File: config.mk
export PLATFORM = sky130hd
export DESIGN_NAME = logic_op_sequencer
export DESIGN_NICKNAME = d
export VERILOG_FILES = /design/src/rtl/logic_op_sequencer.sv
export SDC_FILE = /design/constraint.sdc
export NUM_CORES = 1
export LEC_CHECK = 0
export CAP_MARGIN = 20
export CELL_PAD_IN_SITES_DETAIL_PLACEMENT = 2
export CELL_PAD_IN_SITES_GLOBAL_PLACEMENT = 2
export CORE_MARGIN = 1
export CORE_UTILIZATION = 25
export CTS_BUF_LIST = sky130_fd_sc_hd__clkbuf_8
export DETAILED_ROUTE_END_ITERATION = 6
export PLACE_DENSITY_LB_ADDON = 0.1
export SKIP_CTS_REPAIR_TIMING = 1
export SYNTH_ARGS = -nofsm -noshare
export SYNTH_HDL_FRONTEND = slang
export SYNTH_SLANG_ARGS = --single-unit
File: constraint.sdc
create_clock -name clk -period 1.6 [get_ports clk]
set_input_delay 0.16 -clock clk [delete_from_list [all_inputs] [get_ports clk]]
set_output_delay 0.16 -clock clk [all_outputs]
set_load 0.03 [all_outputs]
File: src/rtl/logic_op_sequencer.sv
// logic_op_sequencer: issues one command at a time to a fixed-latency logic unit and returns its result with flags
module logic_op_sequencer #(
  parameter int WIDTH = 16,
  parameter int LU_LATENCY = 1
) (
  input  logic             clk,
  input  logic             rst,
  input  logic             cmd_valid,
  output logic             cmd_ready,
  input  logic [2:0]       cmd_op,
  input  logic [WIDTH-1:0] cmd_a,
  input  logic [WIDTH-1:0] cmd_b,
  output logic [WIDTH-1:0] lu_a,
  output logic [WIDTH-1:0] lu_b,
  output logic [2:0]       lu_op,
  input  logic [WIDTH-1:0] lu_result,
  output logic             rsp_valid,
  input  logic             rsp_ready,
  output logic [WIDTH-1:0] rsp_data,
  output logic             rsp_zero,
  output logic             rsp_parity,
  output logic             rsp_err
);
  typedef enum logic [1:0] {IDLE, WAIT, RESP} state_t;
  localparam logic [3:0] LAT = LU_LATENCY[3:0];
  state_t state, state_nx;
  logic [3:0] cnt;
  logic accept, illegal;
  assign cmd_ready = state == IDLE;
  assign rsp_valid = state == RESP;
  assign accept = cmd_valid & cmd_ready;
  assign illegal = cmd_op[2] & cmd_op[1];
  assign rsp_zero = rsp_data == '0;
  assign rsp_parity = ^rsp_data;
  always_comb begin
    state_nx = state;
    state_nx = accept ? (illegal ? RESP : WAIT) :
               (state == WAIT && cnt == 4'd0) ? RESP :
               (state == RESP && rsp_ready) ? IDLE : state;
  end
  always_ff @(posedge clk or posedge rst)
    if (rst) state <= IDLE;
    else state <= state_nx;
  // Operand registers only move on a legal accept, so the unit sees stable inputs until the next command
  always_ff @(posedge clk or posedge rst)
    if (rst) begin
      lu_a <= '0;
      lu_b <= '0;
      lu_op <= '0;
      cnt <= '0;
      rsp_data <= '0;
      rsp_err <= 1'b0;
    end else if (accept && illegal) begin
      rsp_data <= '0;
      rsp_err <= 1'b1;
    end else if (accept) begin
      lu_a <= cmd_a;
      lu_b <= cmd_b;
      lu_op <= cmd_op;
      cnt <= LAT;
    end else if (state == WAIT) begin
      if (cnt != 4'd0) cnt <= cnt - 4'd1;
      else begin
        rsp_data <= lu_result;
        rsp_err <= 1'b0;
      end
    end
endmodule

==> Yosys cells after proc, flatten, opt, wreduce, memory -nomap -nowiden <==
Index checks and enable logic that the tools add are counted.
{ "word_totals": {"ff_bits": 58, "inputBits": 55, "out_inout_bits": 56, "word_cells": 45} }
{ "classes": {"n_addsub": 1, "eq_ne": 4, "muxes": 15, "bitwise_logic": 3, "reduce_logical": 15} }
{ "ops": {"columns": ["operator", "n"], "rows": [
  ["2-to-1 mux 16 bit", 4],
  ["logical NOT 16 bit", 1],
  ["XOR reduction 16 bit", 1],
  ["2-to-1 mux 4 bit", 3],
  ["2-to-1 mux 2 bit", 4],
  ["AND reduction 3 bit", 2],
  ["nonzero test 2 bit", 3],
  ["logical NOT 4 bit", 1],
  ["2-to-1 mux 1 bit", 4],
  ["nonzero test 4 bit", 1],
  ["subtractor 4 x 1 -> 4 bit (second input constant)", 1],
  ["logical AND 1 bit", 3],
  ["nonzero test 3 bit", 1],
  ["bitwise AND 1 bit", 2],
  ["equality test 2 x 1 -> 1 bit (second input constant)", 1],
  ["equality test 2 bit (second input constant)", 1],
  ["logical NOT 2 bit", 1],
  ["inequality test 2 x 1 -> 1 bit (second input constant)", 1],
  ["inequality test 2 bit (second input constant)", 1],
  ["AND reduction 2 bit", 1],
  ["inverter 1 bit", 1]
]} }

==> Logic depth before layout (Yosys ltp) <==
Gate-level depths: netlist (run 1).
{ "logic_depth": {"depth_word": 5, "mapped_depth": 6, "ltp_nobuf": 5} }

==> Worst setup path after synthesis (run 1) <==
Ideal clock, no wire load.
{ "synth_timing": {"path_kind": "register -> output", "start": "register rsp_data[12]", "end": "output port rsp_parity", "arrival_ps": 1729, "required_time_ps": 1440, "setup_slack_ps": -289, "stages_incl_launch_ff": 6, "path_buffers": 0, "cell_sequence": "dfrtp_1 -> inv_1 -> ha_1 -> xor2_1 -> xnor2_1 -> xnor2_1"} }
{ "synth_between": {"elab_chain_len": 1} }
{ "synth_rtl": {"columns": ["item", "line_no", "rtl"], "rows": [
  ["start: declaration", "19", "output logic [WIDTH-1:0] rsp_data,"],
  ["start signal: assignment", "64", "rsp_data <= lu_result;"],
  ["XOR reduction 16 bit", "34", "assign rsp_parity = ^rsp_data;"],
  ["end: declaration", "21", "output logic rsp_parity,"]
]} }
No other way between the ends.

==> Worst setup path in the final report (run 1) <==
{ "layout_timing": {"start": "register rsp_data[14]", "end": "output port rsp_parity"} }
Same word-level chain as after synthesis.

==> impl_metrics.env, run 1 <==
export IMPL_status="finished with violations"
export IMPL_clock_skew_ps=6.555
export IMPL_hold_class="primary input to asynchronous set/reset pin"
export IMPL_synthTopCellsByArea="dfrtp_1 (54%), mux2_4 (16%), ha_1 (4.6%), inv_1 (2.9%), a22o_1 (2.6%)"
export IMPL_synthDistinctLibCells=35
export IMPL_timing_hold_ws_ps=179.2
export IMPL_vdd_drop_max_mv=2.657
export IMPL_grt_usage=0.1538
export IMPL_fmax_mhz=540.8
export IMPL_cts_htree_levels=3
export IMPL_numCtsBuffers=9
export IMPL_dp_hpwl_mm=6.136
export IMPL_p_sw_uw=4645
export IMPL_die_h_um=106.1
export IMPL_synth_top_cell_by_area="dfrtp_1"
export IMPL_clock_sinks=58
export IMPL_seqPwrFrac=0.231
export IMPL_vias=2232
export IMPL_timing_rr_start="cnt[0]$_DFFE_PP0P_"
export IMPL_antenna_found_initial=0
export IMPL_finalSetupViolCount=1
export IMPL_coreArea_um2=10420
export IMPL_crit_fanout=3
export IMPL_hold_viol_final=0
export IMPL_worstPathArrival_ps=1690
export IMPL_ys_flop_type="dfrtp_1"
export IMPL_grt_max_degree=21
export IMPL_fin_ws_ps=-249.1
export IMPL_detail_route_antenna_nets=0
export IMPL_routabilityCongestion=0.7202
export IMPL_timing_final_crit_share=1.156
export IMPL_startpoint_type="flip-flop"
export IMPL_reg2reg_slack_ps=40
export IMPL_grt_pass1_vias=2558
export IMPL_grt_overflow_total=0
export IMPL_drt_wl_total_mm=8.286
export IMPL_syn_to_final_growth_pct=75.79
export IMPL_die_area_um2=11250
export IMPL_diodes=0
export IMPL_layout_drive_gt1_share=0.3324
export IMPL_synth_nets=274
export IMPL_synth_seq_cells=58
export IMPL_seqCellArea_um2=1455
export IMPL_drv_cap=0
export IMPL_placementRows=37
export IMPL_slew_viol_final=0
export IMPL_powerDensity_nw_per_um2=2429
export IMPL_p_int_uw=6917
export IMPL_multi_input_area_um2=1281
export IMPL_path_clk_slew_ps=70
export IMPL_max_slew_margin=0.7144
export IMPL_pin_count=111
export IMPL_critPathKind="flip-flop to primary output"
export IMPL_synth_most_common_cell="dfrtp_1"
export IMPL_swShare=0.4017
export IMPL_grt_setup_unrepaired="yes"
export IMPL_failed_checks="negative setup slack"
export IMPL_combPwrFrac=0.623
export IMPL_nNetsFinal=427
export IMPL_synth_area_um2=2708
export IMPL_place_ws_ps=-97.70
export IMPL_yosys_warnings=0
export IMPL_clock_latency_ps=330
export IMPL_power_share_clock=0.146
export IMPL_first_pass_iters=4
export IMPL_start_util=0.2599
export IMPL_p_leak_uw=0.002374
export IMPL_reg2regPathDepth=6
export IMPL_portBuffers=110
export IMPL_wl_per_cell_um=16.47
export IMPL_power_uw=11560
export IMPL_syn_inst=209
export IMPL_worst_pin_slew_ps=427.6
export IMPL_cts_tree="built"
export IMPL_grt_pass1_wl_mm=13.25
export IMPL_r2r_end="cnt[1]$_DFFE_PP0P_"
export IMPL_drtIter0Drc=27
export IMPL_crit_required_ps=1440
export IMPL_root_buffer="clkbuf_8"
export IMPL_vias_per_cell=4.437
export IMPL_cp_endpoint="rsp_parity"
export IMPL_fillCellCount=1049
export IMPL_synth_top_area_frac=0.5360
export IMPL_tns_ps=-249.1
export IMPL_drc_errors=0
export IMPL_async_reset_ff_frac=1.000
export IMPL_syn_avg_cell_area_um2=12.96
export IMPL_end_kind="primary output"
export IMPL_final_core_util=0.4569
export IMPL_synth_edf_count=0
export IMPL_clockBufferDepth=2
export IMPL_yosysSeqAreaShare=0.5360
export IMPL_die_w_um=106.1
export IMPL_synth_cells_most_frequent="dfrtp_1 (58), mux2_4 (29), inv_1 (21), o21ai_0 (13)"
export IMPL_fin_crit_ps=1849
export IMPL_cp_startpoint="rsp_data[14]$_DFFE_PP0P_"
==> per-layer routing <==
metal,vias up,share of wire,wire length [um],GRT usage
li1,1034,-,-,-
met1,1123,0.41,3425,0.1764
met2,69,0.50,4174,0.2628
met3,6,0.073,605,0.06376
met4,0,0.0097,80,0.04167
met5,-,0,0,0
==> worst max-delay path, stage by stage, from the launching register on <==
cell and delay (ps):
dfrtp_2 380, inv_1 40, ha_1 320, xnor2_2 180, xnor2_2 150, xnor2_2 130
buf_6 150
==> cell usage in the layout, fill, tap and decap left out, drive strengths merged <==
| master | Yosys | routed |
|---|---|---|
| nor2 | 6 | 6 |
| nor2b | 3 | 3 |
| nor4 | 1 | 1 |
| dlymetal6s2s | 0 | 20 |
| nand4 | 3 | 3 |
| clkdlybuf4s50 | 0 | 87 |
| nand2b | 1 | 1 |
| clkbuf | 4 | 10 |
| o22ai | 2 | 2 |
| a22o | 8 | 8 |
| xnor2 | 6 | 6 |
| nor3b | 2 | 2 |
| a2bb2oi | 1 | 1 |
| bufinv | 0 | 3 |
| ha | 10 | 10 |
| o21a | 2 | 2 |
| dfrtp | 58 | 58 |
| a31oi | 1 | 1 |
| mux2 | 33 | 33 |
| buf | 4 | 43 |
| nand3 | 9 | 9 |
| or3b | 2 | 2 |
| o21ai | 13 | 13 |
| a22oi | 1 | 1 |
| and2 | 1 | 1 |
| or4 | 1 | 1 |
| o211ai | 1 | 1 |
| xor2 | 1 | 1 |
| clkinvlp | 0 | 1 |
| inv | 21 | 22 |
| o311ai | 1 | 1 |
| clkinv | 0 | 1 |
| a21oi | 10 | 10 |
| nand2 | 3 | 3 |
==> power groups by stage <==
stage | registers (uW) | clock network [uW] | logic (uW)
after floorplan | 3880 | 0 | 2560
after global placement | 2650 | 0 | 6440
after detailed placement | 2670 | 0 | 6540
after CTS | 2670 | 1750 | 6560
after global routing | 2770 | 1800 | 7670
final | 2670 | 1690 | 7200
==> how the worst min path moves through the flow <==
stage,from,endpoint,slack (ps),cells past startpoint
6_report,rst,lu_a[15]$_DFFE_PP0P_,180,2
5_1_grt,rst,lu_a[15]$_DFFE_PP0P_,190,2
4_1_cts,rst,lu_a[9]$_DFFE_PP0P_,180,2
3_5_place_dp,lu_a[6]$_DFFE_PP0P_,lu_a[6]$_DFFE_PP0P_,490,1
3_3_place_gp,lu_op[2]$_DFFE_PP0P_,lu_op[2]$_DFFE_PP0P_,490,2
2_1_floorplan,rst,cnt[0]$_DFFE_PP0P_,250,1
==> registers in the layout, indices dropped and copies added, names as in the netlist <==
name,flops
rsp_data,16
lu_b,16
rsp_err,1
lu_a,16
lu_op,3
cnt,4
state,2
==> cells by family after synthesis <==
group / Yosys count / synth area share
flip-flops: 58 / 0.5360
AO/OA/AOI/OAI: 40 / 0.09520
multiplexers: 33 / 0.1774
AND/OR/NAND/NOR: 32 / 0.07348
buffers and inverters: 29 / 0.04898
adder cells (fa/ha/maj): 10 / 0.04621
XOR/XNOR: 7 / 0.02264
==> per-stage QoR <==
stage / area [um^2] / instances
floorplan: 2720 / 209
global placement: 4260 / 481
detailed placement: 4260 / 481
CTS: 4504 / 497
global route: 4760 / 503
finish: 4760 / 503
==> final cells by class <==
class,count,area share
timing repair buffer,150,0.3207
sequential,58,0.3057
multi-input combinational,122,0.2692
tap,136,0.03575
clock buffer,10,0.02892
clock inverter,6,0.02234
inverter,21,0.01735
Power figures use the tool's default switching activity.
==> run 2, diff against run 1 <==
HOLD_SLACK_MARGIN = 0.05   (was default)
==> results of run 2 <==
Final layout, timing and power as in run 1 (identical DEF).
